## config.mk

```make
export PLATFORM = sky130hd
export DESIGN_NAME = vc_input_buffer
export DESIGN_NICKNAME = d
export VERILOG_FILES = /design/src/rtl/noc_params.sv /design/src/rtl/vc_fifo.sv /design/src/rtl/vc_input_buffer.sv
export SDC_FILE = /design/constraint.sdc
export NUM_CORES = 1
export LEC_CHECK = 0
export CORE_AREA = 4 4 124 126
export DETAILED_ROUTE_END_ITERATION = 10
export DIE_AREA = 0 0 128 130
export PLACE_DENSITY_LB_ADDON = 0.15
export SLEW_MARGIN = 30
export SYNTH_ARGS = -nofsm -noshare
export SYNTH_HDL_FRONTEND = slang
export SYNTH_SLANG_ARGS = --single-unit
```

## constraint.sdc

```tcl
create_clock -name clk -period 3.4 [get_ports clk]
set_input_delay 0.34 -clock clk [delete_from_list [all_inputs] [get_ports clk]]
set_output_delay 0.34 -clock clk [all_outputs]
set_load 0.02 [all_outputs]
```

## src/rtl/noc_params.sv

```systemverilog
// Shared NoC types: flit layout, flit labels, output ports and VC sizing.
package noc_params;

    localparam int NOC_VC_NUM = 2;
    localparam int VC_SIZE    = (NOC_VC_NUM > 1) ? $clog2(NOC_VC_NUM) : 1;
    localparam int DATA_SIZE  = 16;

    typedef enum logic [2:0] {
        LOCAL = 3'd0,
        NORTH = 3'd1,
        SOUTH = 3'd2,
        EAST  = 3'd3,
        WEST  = 3'd4
    } port_t;

    typedef enum logic [1:0] {
        HEAD     = 2'd0,
        BODY     = 2'd1,
        TAIL     = 2'd2,
        HEADTAIL = 2'd3
    } flit_label_t;

    typedef struct packed {
        flit_label_t            flit_label;
        logic [VC_SIZE-1:0]     vc_id;
        logic [DATA_SIZE-1:0]   data;
    } flit_t;

    // Buffered form: the VC id is implied by which buffer holds the flit
    typedef struct packed {
        flit_label_t            flit_label;
        logic [DATA_SIZE-1:0]   data;
    } flit_novc_t;

    typedef enum logic [1:0] {
        IDLE = 2'd0,
        VA   = 2'd1,
        SA   = 2'd2
    } vc_state_t;

    function automatic logic is_head(input flit_label_t l);
        return (l == HEAD) || (l == HEADTAIL);
    endfunction

    function automatic logic is_end(input flit_label_t l);
        return (l == TAIL) || (l == HEADTAIL);
    endfunction

endpackage

```

## src/rtl/vc_fifo.sv

```systemverilog
// Show-ahead FIFO for one virtual channel; head entry visible with no read latency.
module vc_fifo
    import noc_params::*;
#(
    parameter int BUFFER_SIZE = 4,
    localparam int CNT_W = $clog2(BUFFER_SIZE + 1),
    localparam int PTR_W = $clog2(BUFFER_SIZE)
) (
    input  logic             clk,
    input  logic             rst_n,
    input  flit_novc_t       data_i,
    input  logic             write_i,
    input  logic             read_i,
    output flit_novc_t       data_o,
    output logic [CNT_W-1:0] count_o,
    output logic             full_o,
    output logic             empty_o
);

    flit_novc_t       mem_q [BUFFER_SIZE];
    flit_novc_t       mem_d [BUFFER_SIZE];
    logic [PTR_W-1:0] wptr_q, wptr_d, rptr_q, rptr_d;
    logic [CNT_W-1:0] count_q, count_d;
    logic             wr_en, rd_en;

    assign full_o  = (count_q == CNT_W'(BUFFER_SIZE));
    assign empty_o = (count_q == '0);
    assign count_o = count_q;
    assign data_o  = mem_q[rptr_q];

    // A write into a full buffer is only possible when a pop frees the slot
    assign rd_en = read_i && !empty_o;
    assign wr_en = write_i && (!full_o || rd_en);

    // Next pointers/count; pointers wrap explicitly so any depth works
    always_comb begin
        mem_d   = mem_q;
        wptr_d  = wptr_q;
        rptr_d  = rptr_q;
        count_d = count_q + CNT_W'(wr_en) - CNT_W'(rd_en);
        if (wr_en) begin
            mem_d[wptr_q] = data_i;
            wptr_d = (wptr_q == PTR_W'(BUFFER_SIZE - 1)) ? '0 : wptr_q + 1'b1;
        end
        if (rd_en) begin
            rptr_d = (rptr_q == PTR_W'(BUFFER_SIZE - 1)) ? '0 : rptr_q + 1'b1;
        end
    end

    // Storage array carries no reset; validity is tracked by the count
    always_ff @(posedge clk) begin
        mem_q <= mem_d;
    end

    // Pointer and occupancy registers
    always_ff @(posedge clk or negedge rst_n) begin
        if (!rst_n) begin
            wptr_q  <= '0;
            rptr_q  <= '0;
            count_q <= '0;
        end else begin
            wptr_q  <= wptr_d;
            rptr_q  <= rptr_d;
            count_q <= count_d;
        end
    end

endmodule

```

## src/rtl/vc_input_buffer.sv

```systemverilog
// Router input port: per-VC flit buffers with an IDLE/VA/SA packet state machine each.
module vc_input_buffer
    import noc_params::*;
#(
    parameter int VC_NUM      = NOC_VC_NUM,
    parameter int BUFFER_SIZE = 4
) (
    input  logic                            clk,
    input  logic                            rst_n,
    input  flit_t                           data_i,
    input  logic                            write_i,
    input  port_t                           out_port_i,
    input  logic                            read_i,
    input  logic [VC_SIZE-1:0]              read_vc_i,
    input  logic [VC_NUM-1:0]               vc_valid_i,
    input  logic [VC_NUM-1:0][VC_SIZE-1:0]  vc_new_i,
    output flit_t                           data_o,
    output logic                            credit_o,
    output logic [VC_SIZE-1:0]              credit_vc_o,
    output logic [VC_NUM-1:0]               vc_request_o,
    output logic [VC_NUM-1:0]               switch_request_o,
    output logic [VC_NUM-1:0]               vc_allocatable_o,
    output logic [VC_NUM-1:0]               is_empty_o,
    output logic [VC_NUM-1:0]               error_o,
    output port_t [VC_NUM-1:0]              out_port_o,
    output logic [VC_NUM-1:0][VC_SIZE-1:0]  downstream_vc_o
);

    localparam int CNT_W = $clog2(BUFFER_SIZE + 1);

    flit_novc_t              head_flit [VC_NUM];
    logic [VC_NUM-1:0]       pop;
    flit_novc_t              wr_flit;
    logic                    credit_q, credit_d;
    logic [VC_SIZE-1:0]      credit_vc_q, credit_vc_d;

    assign wr_flit = '{flit_label: data_i.flit_label, data: data_i.data};

    for (genvar v = 0; v < VC_NUM; v++) begin : g_vc
        vc_state_t          state_q, state_d;
        logic               end_q, end_d;
        logic               alloc_q, alloc_d;
        logic               err_q, err_d;
        port_t              port_q, port_d;
        logic [VC_SIZE-1:0] dvc_q, dvc_d;
        logic               wr_sel, rd_sel, wr_ok, fifo_wr;
        logic               full, empty;
        logic [CNT_W-1:0]   count;

        assign wr_sel  = write_i && (data_i.vc_id == VC_SIZE'(v));
        assign rd_sel  = read_i && (read_vc_i == VC_SIZE'(v));
        assign pop[v]  = rd_sel && (state_q == SA) && !empty;
        assign fifo_wr = wr_sel && wr_ok;

        // Write legality: heads open a packet on an empty idle VC, the rest
        // extend an open packet and may take a slot freed by a same-cycle pop
        always_comb begin
            wr_ok = 1'b0;
            if (is_head(data_i.flit_label))
                wr_ok = (state_q == IDLE) && (count == '0);
            else
                wr_ok = ((state_q == VA) || (state_q == SA)) && !end_q && (!full || pop[v]);
        end

        vc_fifo #(.BUFFER_SIZE(BUFFER_SIZE)) u_fifo (
            .clk     (clk),
            .rst_n   (rst_n),
            .data_i  (wr_flit),
            .write_i (fifo_wr),
            .read_i  (pop[v]),
            .data_o  (head_flit[v]),
            .count_o (count),
            .full_o  (full),
            .empty_o (empty)
        );

        // Packet FSM: next state, latched route/VC, and one-cycle status pulses
        always_comb begin
            state_d = state_q;
            end_d   = end_q;
            port_d  = port_q;
            dvc_d   = dvc_q;
            alloc_d = 1'b0;
            err_d   = (wr_sel && !wr_ok) || (rd_sel && !pop[v]) ||
                      (vc_valid_i[v] && (state_q != VA));
            if (fifo_wr && is_end(data_i.flit_label))
                end_d = 1'b1;
            case (state_q)
                IDLE: begin
                    if (fifo_wr) begin
                        state_d = VA;
                        port_d  = out_port_i;
                    end
                end
                VA: begin
                    if (vc_valid_i[v]) begin
                        state_d = SA;
                        dvc_d   = vc_new_i[v];
                    end
                end
                SA: begin
                    if (pop[v] && is_end(head_flit[v].flit_label)) begin
                        state_d = IDLE;
                        end_d   = 1'b0;
                        alloc_d = 1'b1;
                    end
                end
                default: begin
                    state_d = IDLE;
                    end_d   = 1'b0;
                    alloc_d = 1'b1;
                    err_d   = 1'b1;
                end
            endcase
        end

        // Per-VC state registers
        always_ff @(posedge clk or negedge rst_n) begin
            if (!rst_n) begin
                state_q <= IDLE;
                end_q   <= 1'b0;
                alloc_q <= 1'b0;
                err_q   <= 1'b0;
                port_q  <= LOCAL;
                dvc_q   <= '0;
            end else begin
                state_q <= state_d;
                end_q   <= end_d;
                alloc_q <= alloc_d;
                err_q   <= err_d;
                port_q  <= port_d;
                dvc_q   <= dvc_d;
            end
        end

        assign vc_request_o[v]     = (state_q == VA);
        assign switch_request_o[v] = (state_q == SA) && !empty;
        assign vc_allocatable_o[v] = alloc_q;
        assign is_empty_o[v]       = empty;
        assign error_o[v]          = err_q;
        assign out_port_o[v]       = port_q;
        assign downstream_vc_o[v]  = dvc_q;
    end

    // Output head of the selected VC, relabelled with its downstream VC
    always_comb begin
        data_o = '0;
        for (int i = 0; i < VC_NUM; i++) begin
            if (read_vc_i == VC_SIZE'(i)) begin
                data_o.flit_label = head_flit[i].flit_label;
                data_o.data       = head_flit[i].data;
                data_o.vc_id      = downstream_vc_o[i];
            end
        end
    end

    // At most one pop per cycle, so one credit register suffices
    always_comb begin
        credit_d    = |pop;
        credit_vc_d = read_vc_i;
    end

    // Credit return register
    always_ff @(posedge clk or negedge rst_n) begin
        if (!rst_n) begin
            credit_q    <= 1'b0;
            credit_vc_q <= '0;
        end else begin
            credit_q    <= credit_d;
            credit_vc_q <= credit_vc_d;
        end
    end

    assign credit_o    = credit_q;
    assign credit_vc_o = credit_vc_q;

endmodule

```

==> reports/results.ini, run 1 <==
[placed_design]
place_congestion=0.893
hpwl_mm=9.19
io_buffers=69

[synth]
synth_compound_area_share_pct=4.55
synthSimpleGateAreaFrac_pct=3.29
synth_fp_nets=460
synth_fa_ha_area_share_pct=4.48
ys_top_cells_by_area=edfxtp_1, dfrtp_1, mux4_2, mux2_2, ha_1
synth.most_common_cell=edfxtp_1
synth_edf_count=144
synth_common_cells=edfxtp_1, mux4_2, dfrtp_1, mux2_2
synth_xor_area_share_pct=0.461
synth.cell_area_um2=7590
synth_top_area_share_pct=56.9
synth_top_cell_by_area=edfxtp_1
muxShareOfSynthArea_pct=16.1
ys_types=51
ys_seq_elements=178
synthFlopType=edfxtp_1
synthCells=403
synth-seq-area-share_pct=68.1
async_flop_share_pct=19.1
postSynthAreaPerCell_um2=18.8
yosysWarnings=0
synth_top_family_by_area=multiplexers

[finish]
fill_cells=1006
area_growth_pct=20.9
final_nets=548
diodes=0
seq_area_um2=5170
drive_gt1_share_pct=27.0
multiInputGateArea_um2=2190

[setup_path]
crit_path_max_fanout=21
crit_required_ns=3.06
slowest_stage=mux4_2
cp-end-kind=primary output
critPathKind=flop to primary output
cp.buffers_inverters=2
reg2reg_to=g_vc[0].u_fifo.count_o[2]
cp.arrival_ns=2.59
crit_chain=buf_4, mux4_2, mux2_2, clkdlybuf4s50_1
critical_path.endpoint=data_o[18]
cp_top_family=multiplexers
startpoint_type=flop
crit_cells=4
r2r_setup_slack_ns=0.77
reg2reg_from=g_vc[0].state_q[1]
cp-startpoint=g_vc[1].u_fifo.rptr_q[0]
ff2ff_path_depth=10
cp_slowest_stage_delay_ns=0.62

[die]
coreArea_um2=14300
row_count=44
initial_core_util_pct=53.1
chipWidth_um=128
die-area_um2=16600
die_h_um=130
ioPinCount=70

[power_and_ir_drop]
vdd_drop_max_mv=0.375
swShare_pct=19.9
power_mw=4.48
switchingPower_uw=892
p_int_mw=3.59
clock_power_share_pct=44.5
sequentialPowerShare_pct=52.6
p_leak_nw=3.24
power.density_nw_per_um2=488
comb_power_share_pct=2.9

[timing]
fin_crit_sh_pct=86.2
fin_skew_ns=0.00617
period_minus_slack_ns=2.93
max_freq_mhz=341
tightest_slew_ns=0.450
finalHoldViolations=0
maxSlewHeadroom_pct=70.0
timing.setup.tns_ns=0
rsz0062_at_grt=false
hold_ws_ns=0.334
finalMaxSlewViolations=0
setup_viol=0

[detailed_routing]
drtPass1Iterations=4
wire_per_inst_um=20.6
drtIter0Drc=167
vias_per_cell=5.68
ant_nets=0
wl_mm=14.2
dr_total_vias=3911
drcViolationCount=0

[cts]
clock_sinks=178
cts_buffer_depth=2
path_clk_slew_ns=0.06
numCtsBuffers=17
clock_latency_ns=0.43
cts_tree=yes
cts_resized=0
postCtsSetupRepairBufs=0
cts-root-buf=clkbuf_16
holdBufCountCts=0
htree_levels=4

[run_status]
status=finished, final reports clean

[grt]
grt_max_degree=35
antenna_found_initial=0
grt_util_met1_pct=24.2
grt_pass1_vias=4085
grt_use_total_pct=18.6
grt_most_used_layer=met2
gr-usage-met2_pct=31.2
grt_pass1_wl_mm=22.8
met3_usage_pct=3.77
grt_overflow=0

[flow_run]
cap_violations=0

[min_path]
hp-class=input port to async pin

==> stage by stage <==
stage,setup slack (ns),cell area [µm²],utilization [%],cells
detailed placement,0.268,8570,59.9,656
finish,0.470,9180,64.1,688
floorplan,0.858,7590,-,403
global placement,0.324,8570,59.9,656
global route,0.311,9180,64.1,688
CTS,0.412,9180,64.1,688
==> cell type report <==
| cell class | instances | share of cell area [%] |
|---|---|---|
| inverters | 25 | 1.04 |
| repair buffers | 89 | 9.57 |
| multi-input cells | 180 | 23.9 |
| clock inverters | 13 | 1.89 |
| clock buffers | 19 | 4.72 |
| flip-flops and latches | 178 | 56.4 |
| well taps | 184 | 2.51 |
==> state kept, by name, summed over array words and instances, names as in the netlist <==
register and cells:
credit_vc_o 1, g_vc.u_fifo.count_o 6, g_vc.err_q 2, g_vc.u_fifo.wptr_q 4
g_vc.state_q 4, g_vc.u_fifo.rptr_q 4, g_vc.dvc_q 2, credit_o 1
g_vc.port_q 6, g_vc.end_q 2, g_vc.alloc_q 2, g_vc.u_fifo.mem_q 144
==> how the worst min path moves through the flow <==
stage	startpoint	end	slack, ns	cells after the start
2_1_floorplan	rst_n	credit_o	0.04	0
3_5_place_dp	g_vc[0].end_q	g_vc[0].end_q	0.49	1
5_1_grt	rst_n	g_vc[1].state_q[1]	0.37	2
6_report	rst_n	g_vc[1].err_q	0.33	2
4_1_cts	rst_n	g_vc[1].state_q[1]	0.34	2
3_3_place_gp	g_vc[1].port_q[1]	g_vc[1].port_q[1]	0.47	1
==> cell families after synthesis <==
group	Yosys count
flip-flops	178
buffers and inverters	45
adder cells (fa/ha/maj)	26
AO/OA/AOI/OAI	37
XOR/XNOR	4
multiplexers	71
AND/OR/NAND/NOR	42
==> layer usage <==
metal / share of wire [%] / routed length [µm]
met5: 0 / 0
met4: 1.8 / 250
met3: 4.1 / 577
met2: 51 / 7290
met1: 43 / 6040
==> power groups by stage <==
stage                     sequential [mW]  combinational (mW)  clock [mW]
after global placement               2.40               0.129           0
final                                2.36               0.130        2.00
after CTS                            2.36               0.132        2.04
after floorplan                      2.41              0.0362           0
after detailed placement             2.40               0.132           0
after global routing                 2.36               0.141        2.15
==> placed cells by master (no fill, tap or decap), types with 3 or more instances in the layout <==
master / instances
xnor2_1: 3
a21oi_1: 3
inv_6: 5
nand2b_1: 3
nand2_1: 5
mux2_4: 5
ha_1: 24
nor2_1: 11
clkbuf_16: 17
and2_1: 9
dfrtp_1: 34
nand3_1: 3
inv_1: 24
mux2_2: 27
buf_4: 17
mux4_2: 36
buf_12: 3
mux2_1: 3
a31o_2: 3
edfxtp_1: 144
bufinv_16: 3
clkdlybuf4s50_1: 69
==> worst reg2reg max path, stage by stage, from the launching register on <==
cell and delay (ns):
dfrtp_1 0.38, inv_1 0.10, ha_1 0.28, or3b_4 0.38
a31o_2 0.25, a21oi_4 0.23, ha_1 0.18, inv_1 0.05
fa_1 0.37, xnor2_1 0.18, xnor2_1 0.14
Note: power is estimated with default switching activity, not from simulation.
==> run 2: changes to the inputs <==
- CTS_CLUSTER_SIZE: unset -> 24
- TNS_END_PERCENT: unset -> 10
==> results of run 2 <==
The final DEF is identical to that of run 1; final timing and power are the same.
